**config.mk**
```make
export PLATFORM = sky130hd
export DESIGN_NAME = traffic_generator
export DESIGN_NICKNAME = d
export VERILOG_FILES = /design/src/rtl/traffic_generator.sv
export SDC_FILE = /design/constraint.sdc
export NUM_CORES = 1
export LEC_CHECK = 0
export ABC_AREA = 0
export CAP_MARGIN = 20
export CORE_ASPECT_RATIO = 1.75
export CORE_MARGIN = 8
export CORE_UTILIZATION = 30
export CTS_BUF_LIST = sky130_fd_sc_hd__clkbuf_4 sky130_fd_sc_hd__clkbuf_8
export CTS_CLUSTER_SIZE = 25
export DETAILED_ROUTE_END_ITERATION = 6
export GPL_ROUTABILITY_DRIVEN = 0
export PLACE_DENSITY = 0.61
export SLEW_MARGIN = 10
export SYNTH_ARGS = -nofsm -noshare
export SYNTH_HDL_FRONTEND = slang
export SYNTH_SLANG_ARGS = --single-unit
```
**constraint.sdc**
```tcl
create_clock -name clk -period 7.05 [get_ports clk]
set_input_delay 1.7625 -clock clk [delete_from_list [all_inputs] [get_ports clk]]
set_output_delay 1.7625 -clock clk [all_outputs]
set_load 0.1 [all_outputs]
```
**src/rtl/traffic_generator.sv**
```systemverilog
// traffic_generator
//   Packet source that feeds enqueues into a PIFO. Each cycle it makes a
//   pseudo-random injection decision against a programmable rate. An injected
//   packet gets a sequential pointer and a masked pseudo-random priority, and
//   it is held stable until the PIFO accepts it. An optional packet limit
//   ends the run, and o__done is raised when the limit is reached.
//
// Ports
//   clk, reset          clock and synchronous active-high reset
//   i__inj_rate         inject when the injection LFSR < rate (0 = never)
//   i__inj_seed         injection LFSR seed, loaded at reset (0 -> 1)
//   i__prio_seed        priority LFSR seed, loaded at reset (0 -> 1)
//   i__prio_mask        AND-mask applied to generated priorities
//   i__num_pkts         packet limit, 0 = unlimited
//   i__inject_phase     injection permitted this cycle
//   i__pifo_ready       PIFO can accept an enqueue this cycle
//   o__enqueue          enqueue strobe (pending && ready)
//   o__packet_pointer   pointer of the pending packet
//   o__packet_priority  priority of the pending packet
//   o__num_pkts_sent    accepted enqueues, saturating
//   o__done             packet limit reached
module traffic_generator #(
  parameter int PTR_W  = 16,
  parameter int PRIO_W = 16,
  parameter int RATE_W = 8,
  parameter int CNT_W  = 32
) (
  input  logic              clk,
  input  logic              reset,
  input  logic [RATE_W-1:0] i__inj_rate,
  input  logic [RATE_W-1:0] i__inj_seed,
  input  logic [PRIO_W-1:0] i__prio_seed,
  input  logic [PRIO_W-1:0] i__prio_mask,
  input  logic [CNT_W-1:0]  i__num_pkts,
  input  logic              i__inject_phase,
  input  logic              i__pifo_ready,
  output logic              o__enqueue,
  output logic [PTR_W-1:0]  o__packet_pointer,
  output logic [PRIO_W-1:0] o__packet_priority,
  output logic [CNT_W-1:0]  o__num_pkts_sent,
  output logic              o__done
);

  localparam logic [1:0] ST_IDLE    = 2'd0;
  localparam logic [1:0] ST_PENDING = 2'd1;
  localparam logic [1:0] ST_DONE    = 2'd2;

  // Maximal-length tap masks (bit k-1 set for tap k). The register shifts
  // towards the MSB, so the top bit is always a tap and the map stays
  // invertible; unlisted widths fall back to the top two bits.
  function automatic logic [31:0] lfsr_taps(input int w);
    case (w)
      2:       lfsr_taps = 32'h0000_0003;
      3:       lfsr_taps = 32'h0000_0006;
      4:       lfsr_taps = 32'h0000_000C;
      5:       lfsr_taps = 32'h0000_0014;
      6:       lfsr_taps = 32'h0000_0030;
      7:       lfsr_taps = 32'h0000_0060;
      8:       lfsr_taps = 32'h0000_00B8;
      9:       lfsr_taps = 32'h0000_0110;
      10:      lfsr_taps = 32'h0000_0240;
      11:      lfsr_taps = 32'h0000_0500;
      12:      lfsr_taps = 32'h0000_0829;
      13:      lfsr_taps = 32'h0000_100D;
      14:      lfsr_taps = 32'h0000_2015;
      15:      lfsr_taps = 32'h0000_6000;
      16:      lfsr_taps = 32'h0000_D008;
      32:      lfsr_taps = 32'h8020_0003;
      default: lfsr_taps = (32'h0000_0001 << (w - 1)) | (32'h0000_0001 << (w - 2));
    endcase
  endfunction

  localparam logic [RATE_W-1:0] INJ_TAPS  = RATE_W'(lfsr_taps(RATE_W));
  localparam logic [PRIO_W-1:0] PRIO_TAPS = PRIO_W'(lfsr_taps(PRIO_W));

  function automatic logic [RATE_W-1:0] inj_step(input logic [RATE_W-1:0] s);
    inj_step = {s[RATE_W-2:0], ^(s & INJ_TAPS)};
  endfunction

  function automatic logic [PRIO_W-1:0] prio_step(input logic [PRIO_W-1:0] s);
    prio_step = {s[PRIO_W-2:0], ^(s & PRIO_TAPS)};
  endfunction

  logic [1:0]        state_r;
  logic [PTR_W-1:0]  pointer_r;
  logic [PRIO_W-1:0] priority_r;
  logic [PTR_W-1:0]  next_ptr_r;
  logic [CNT_W-1:0]  sent_r;
  logic [RATE_W-1:0] inj_lfsr_r;
  logic [PRIO_W-1:0] prio_lfsr_r;

  logic              accept_s;
  logic [CNT_W-1:0]  sent_next_s;
  logic [PTR_W-1:0]  next_ptr_next_s;
  logic              limit_hit_s;
  logic              cand_s;
  logic [1:0]        state_next_s;
  logic              latch_s;
  logic              inj_adv_s;
  logic [RATE_W-1:0] inj_seed_s;
  logic [PRIO_W-1:0] prio_seed_s;

  // Seeds of zero would lock the LFSRs, so they are replaced by one.
  assign inj_seed_s  = (i__inj_seed == '0)  ? RATE_W'(1) : i__inj_seed;
  assign prio_seed_s = (i__prio_seed == '0) ? PRIO_W'(1) : i__prio_seed;

  // Accept bookkeeping: the counter and pointer values as they will be after this cycle.
  always_comb begin
    accept_s        = (state_r == ST_PENDING) && i__pifo_ready;
    sent_next_s     = sent_r;
    next_ptr_next_s = next_ptr_r;
    if (accept_s) begin
      sent_next_s     = (sent_r == {CNT_W{1'b1}}) ? sent_r : sent_r + CNT_W'(1);
      next_ptr_next_s = next_ptr_r + PTR_W'(1);
    end else begin
      sent_next_s     = sent_r;
      next_ptr_next_s = next_ptr_r;
    end
    // Once the post-accept count reaches the limit, no further packet may be generated.
    limit_hit_s = (i__num_pkts != '0) && (sent_next_s >= i__num_pkts);
    cand_s      = i__inject_phase && (inj_lfsr_r < i__inj_rate) &&
                  (state_r != ST_DONE) && !limit_hit_s;
  end

  // Next-state logic; the pending packet is only replaced on an accept cycle.
  always_comb begin
    state_next_s = state_r;
    latch_s      = 1'b0;
    inj_adv_s    = 1'b0;
    case (state_r)
      ST_IDLE: begin
        inj_adv_s = i__inject_phase;
        if (cand_s) begin
          latch_s      = 1'b1;
          state_next_s = ST_PENDING;
        end else begin
          state_next_s = ST_IDLE;
        end
      end
      ST_PENDING: begin
        inj_adv_s = accept_s && i__inject_phase;
        if (!accept_s) begin
          state_next_s = ST_PENDING;
        end else if (limit_hit_s) begin
          state_next_s = ST_DONE;
        end else if (cand_s) begin
          latch_s      = 1'b1;
          state_next_s = ST_PENDING;
        end else begin
          state_next_s = ST_IDLE;
        end
      end
      ST_DONE: begin
        state_next_s = ST_DONE;
      end
      default: begin
        state_next_s = ST_IDLE;
      end
    endcase
  end

  // State, packet, counter and LFSR registers.
  always_ff @(posedge clk) begin
    if (reset) begin
      state_r     <= ST_IDLE;
      pointer_r   <= '0;
      priority_r  <= '0;
      next_ptr_r  <= '0;
      sent_r      <= '0;
      inj_lfsr_r  <= inj_seed_s;
      prio_lfsr_r <= prio_seed_s;
    end else begin
      state_r    <= state_next_s;
      sent_r     <= sent_next_s;
      next_ptr_r <= next_ptr_next_s;
      if (latch_s) begin
        pointer_r   <= next_ptr_next_s;
        priority_r  <= prio_lfsr_r & i__prio_mask;
        prio_lfsr_r <= prio_step(prio_lfsr_r);
      end
      if (inj_adv_s) begin
        inj_lfsr_r <= inj_step(inj_lfsr_r);
      end
    end
  end

  // The strobe follows ready directly; it is masked during reset so a
  // discarded pending packet cannot leak out in the reset cycle.
  assign o__enqueue         = accept_s && !reset;
  assign o__packet_pointer  = pointer_r;
  assign o__packet_priority = priority_r;
  assign o__num_pkts_sent   = sent_r;
  assign o__done            = (state_r == ST_DONE);

endmodule
```
; ---- Yosys cells after proc, flatten, opt, wreduce, memory -nomap -nowiden
; Cells that the tools add are included.
[word_totals]
reg_bits = 106
latchBits = 0
ram_bits = 0
rom_bits = 0
inputBits = 84
output_inout_bits = 66
word_cells = 51
memories = 0
[op_classes]
n_addsub = 2
n_mul = 0
n_div = 0
n_lt_le_gt_ge = 2
eq_ne = 4
shift = 0
muxes = 18
n_bitwise = 1
n_reduce_logical = 17
[ops]
columns = cell, count
row1 = $mux W16, 4
row2 = $mux W32, 2
row3 = $add A32 B1 Y32 const B, 1
row4 = $eq A32 B32 Y1 const B, 1
row5 = $ge A32 B32 Y1, 1
row6 = $reduce_bool A32 Y1, 1
row7 = $mux W8, 3
row8 = $add A16 B1 Y16 const B, 1
row9 = $and A16 B16 Y16, 1
row10 = $logic_not A16 Y1, 1
row11 = $reduce_xor A16 Y1, 1
row12 = $logic_not A8 Y1, 1
row13 = $lt A8 B8 Y1, 1
row14 = $reduce_xor A8 Y1, 1
row15 = $logic_and A1 B1 Y1, 7
row16 = $pmux W2 S3, 1
row17 = $mux W1, 4
row18 = $mux W2, 2
row19 = $pmux W1 S2, 2
row20 = $reduce_bool A2 Y1, 2
row21 = $eq A2 B1 Y1 const B, 1
row22 = $eq A2 B2 Y1 const B, 1
row23 = $logic_not A1 Y1, 2
row24 = $logic_not A2 Y1, 1
row25 = $ne A2 B2 Y1 const B, 1

; ---- Logic depth before layout (Yosys ltp)
[depth]
word_depth = 13
ltp_mapped = 16
mapped_depth_nobuf = 13

; ---- Worst setup path before layout
; Ideal clock, no wire load.
[synth_path]
kind = input -> register
start = input i__pifo_ready
end = register prio_lfsr_r[0] (enable)
setup_ns = 0.323
arrival_ns = 5.167
required_ns = 6.727
slack_ns = 1.560
stages = 14
n_path_buf = 3
cell_sequence = and3b_1 -> clkbuf_1 -> buf_1 -> nand3_1 -> a21oi_1 -> xnor2_1 -> ha_1 -> nand2_1 -> nor4_2 -> or4b_4 -> a311oi_4 -> nor3_2 -> buf_2 -> or2_1
[synth_via]
elab_chain_cells = 11
[synth_rtl]
columns = element, line
row1 = from (decl), 36  ; input logic i__pifo_ready,
row2 = $logic_and A1 B1 Y1 *, 109  ; accept_s = (state_r == ST_PENDING) && i__pifo_ready;
row3 = $mux W32 *, 112  ; if (accept_s) begin
row4 = net sent_next_s[12], 93  ; logic [CNT_W-1:0] sent_next_s;
row5 = $ge A32 B32 Y1 *, 120  ; limit_hit_s = (i__num_pkts != '0) && (sent_next_s >= i__num_pkts);
row6 = $logic_and A1 B1 Y1 *, 120
row7 = $logic_not A1 Y1, 122  ; (state_r != ST_DONE) && !limit_hit_s;
row8 = $logic_and A1 B1 Y1, 122
row9 = $mux W1, "133, 146"
row10 = $mux W1, 144  ; end else if (limit_hit_s) begin
row11 = $mux W1, 142  ; if (!accept_s) begin
row12 = $pmux W1 S2 *, 130  ; case (state_r)
row13 = $reduce_bool A2 Y1 (no source line) *, --
row14 = to (signal assigned), 171  ; prio_lfsr_r <= prio_seed_s;
row15 = to (signal assigned), 179  ; prio_lfsr_r <= prio_step(prio_lfsr_r);
row16 = to (decl), 90  ; logic [PRIO_W-1:0] prio_lfsr_r;
; The timed path passes the listed nets; every way through them passes the cells marked *.
; A chain may end at the register's enable or synchronous reset.

; ---- Final worst setup path
[layout_path]
start = input i__pifo_ready
end = register prio_lfsr_r[11] (enable)
; Same word-level chain as after synthesis.

==> results_dict.tcl <==
set metrics [dict create \
    vias 5247 \
    combPwrFrac 0.187 \
    syn_area_um2 6090 \
    use_met2 0.308 \
    die_x_um 124 \
    cts_setup_buffers 0 \
    drtIter0Drc 195 \
    cts_inserted_buffers 9 \
    p_sw_w 0.000407 \
    antenna_left 0 \
    finalHoldViolCount 0 \
    drv_slew 0 \
    clockBufferDepth 2 \
    cp_max_fo 16 \
    period_share 0.823 \
    grtUsageMet1 0.156 \
    fp.coreArea_um2 20100 \
    grt.busiest_layer "met2" \
    routed_via_density 5.14 \
    initial_core_util 0.303 \
    grt_usage 0.159 \
    cts_htree_levels 3 \
    cts.repair.resized 0 \
    synth_cell_types 57 \
    synth-seq-cells 106 \
    syn-num-nets 754 \
    port_buffers 149 \
    dieArea_um2 25300 \
    ys.flop_type "dfxtp_1" \
    grtUsageMet3 0.0254 \
    fin_hold_ws_ns 0.529 \
    preCtsSetupSlack_ns 0.856 \
    fmax_mhz 172 \
    netlist_instances 629 \
    p_total_w 0.00130 \
    ir_drop_v 0.0000932 \
    rsz0062_at_grt "false" \
    fin_skew_ns 0.0140 \
    placedCellCount 1005 \
    antenna_cells 0 \
    status "finished, final reports clean" \
    layout_min_cycle_time_ns 5.80 \
    grt_max_degree 73 \
    area_growth_pct 31.6 \
    drt-pass1-iter-count 4 \
    slew_headroom 0.283 \
    power.density_nw_per_um2 163 \
    switching_share 0.312 \
    critPathLaunchType "input port" \
    cts_root_buf "clkbuf_8" \
    clk_pin_slew_worst_paths_ns 0.11 \
    synth_edf_count 24 \
    fin_ws_ns 1.25 \
    cts_sinks 106 \
    setup_tns_ns 0 \
    endpoint_kind "flip-flop" \
    io_pins 150 \
    p_int_w 0.000897 \
    nets 893 \
    hold_class "flip-flop to flip-flop" \
    async_flop_share 0 \
    antenna_found_initial 0 \
    clock_latency_ns 0.38 \
    cp.arrival_ns 5.84 \
    cp.required_ns 7.09 \
    leakagePower_nw 3.36 \
    wl_um 19800 \
    grt_pass1_wl_um 30600 \
    avgSynthCellArea_um2 9.68 \
    num_rows 69 \
    cts_hold_buf 0 \
    cts_tree "done" \
    instances_no_fill 1021 \
    setup_viol 0 \
    synth_area_leaders "dfxtp_1, edfxtp_1, ha_1" \
    seq_power_share 0.516 \
    yosys.area.top_type "dfxtp_1" \
    place_hpwl_um 15400 \
    wl_per_cell_um 19.4 \
    synth.yosys.seq_area_share 0.388 \
    drv_cap 0 \
    die_h_um 204 \
    synth_top_area_frac 0.270 \
    layout-drive-gt1-share 0.0906 \
    crit_type "input port to flip-flop" \
    overflow 0 \
    grt_pass1_vias 5582 \
    clockPowerShare 0.297 \
    yosys_warnings 0 \
    drc 0 \
    tightest_slew_ns 1.07 \
]
## final timing paths
check	startpoint	end	slack, ns	cells past startpoint
worst max-delay path	i__pifo_ready	prio_lfsr_r[11]	1.25	12
worst min-delay path	state_r[1]	state_r[0]	0.53	1
worst max register to register	o__num_pkts_sent[2]	o__packet_pointer[0]	2.02	13
worst min register to register	state_r[1]	state_r[0]	0.53	1
## Yosys cell counts (2+ instances only)
cell type	number
inv_1	47
o211ai_1	4
nor3_1	13
and3_1	10
nand3_1	18
nor2_1	31
a2111oi_0	4
nor4_1	17
or3_1	5
o21ai_0	11
ha_1	41
a21oi_1	27
nand4_1	17
mux2_2	22
a41o_1	16
and2_1	28
xnor2_1	23
nand2b_1	3
dfxtp_1	82
buf_2	3
and4_1	8
o311a_1	16
buf_1	2
nand4b_1	2
nor2b_1	20
mux2_4	12
clkbuf_1	23
a211oi_1	7
a22o_1	10
edfxtp_1	24
buf_6	2
a41oi_1	2
nand2_1	29
xor2_1	27
## critical path, stage by stage
cell	delay, ns
clkdlybuf4s50_1	0.52
and3b_1	0.53
o211ai_1	0.26
or3_1	0.41
xnor2_1	0.15
ha_1	0.30
nand2_1	0.07
nor4_2	0.30
or4b_4	0.53
a311oi_4	0.40
nor3_4	0.08
or2_1	0.51
## kinds of logic after synthesis
kind of cell,after synthesis,share of synthesized area
AOI/OAI and AO/OA,108,0.139
DFF,106,0.388
muxes,35,0.0719
adders and majority gates,41,0.0842
buffers and inverters,78,0.0511
xor gates and xnor gates,50,0.0719
and+or+nand+nor,211,0.194
## routing by layer
layer,wire (µm),share of wire
met1,6960,0.35
met2,11300,0.57
met3,809,0.041
met4,718,0.036
met5,0,0
## layout make-up
class	count	area (µm²)
flip-flops and latches	106	2360
well taps	248	310
fillers	2029	12100
repair buffers	158	1550
inverters	48	180
clock inverters	6	57.6
clock buffers	10	131
multi-input cells	445	3420
## layout by cell type (no fill, tap or decap), types with 2 or more instances in the layout
cell             netlist  final
o311a_1               16     16
a41o_1                16     16
clkdlybuf4s50_1        0    147
nor2b_1               20     20
a2111oi_0              4      4
a22o_1                10     10
nand4_1               17     17
nor2_1                31     31
inv_1                 47     47
edfxtp_1              24     24
and2_1                28     28
a41oi_1                2      2
o21ai_0               11     11
a211oi_1               7      7
dfxtp_1               82     82
nand2_1               29     29
and3_1                10     10
xnor2_1               23     23
inv_8                  0      2
and4_1                 8      8
nand3_1               18     18
mux2_2                22     22
or3_1                  5      5
mux2_4                12     12
buf_4                  0     10
clkbuf_8               0      9
nand2b_1               3      3
o211ai_1               4      4
xor2_1                27     27
nand4b_1               2      2
nor4_1                17     17
clkinv_4               0      3
a21oi_1               27     27
nor3_1                13     13
ha_1                  41     41
## sequential cells by signal, summed over array words and instances (netlist names)
name                flops
inj_lfsr_r              8
o__packet_priority     16
o__num_pkts_sent       32
state_r                 2
prio_lfsr_r            16
o__packet_pointer      16
next_ptr_r             16
## stage by stage
| step | utilization | instance area [µm²] |
|---|---|---|
| final | 0.399 | 8020 |
| after global routing | 0.399 | 8020 |
| after detailed placement | 0.389 | 7830 |
| after floorplan | - | 6090 |
| after CTS | 0.399 | 8020 |
| after global placement | 0.389 | 7830 |
## power by group through the flow
stage          Clock, W  Combinational [W]  Sequential, W
3_3_place_gp          0           0.000244       0.000686
6_report       0.000388           0.000243       0.000673
3_5_place_dp          0           0.000246       0.000687
2_1_floorplan         0          0.0000997       0.000728
5_1_grt        0.000427           0.000262       0.000677
4_1_cts        0.000405           0.000247       0.000673
(Power assumes the default switching activity.)
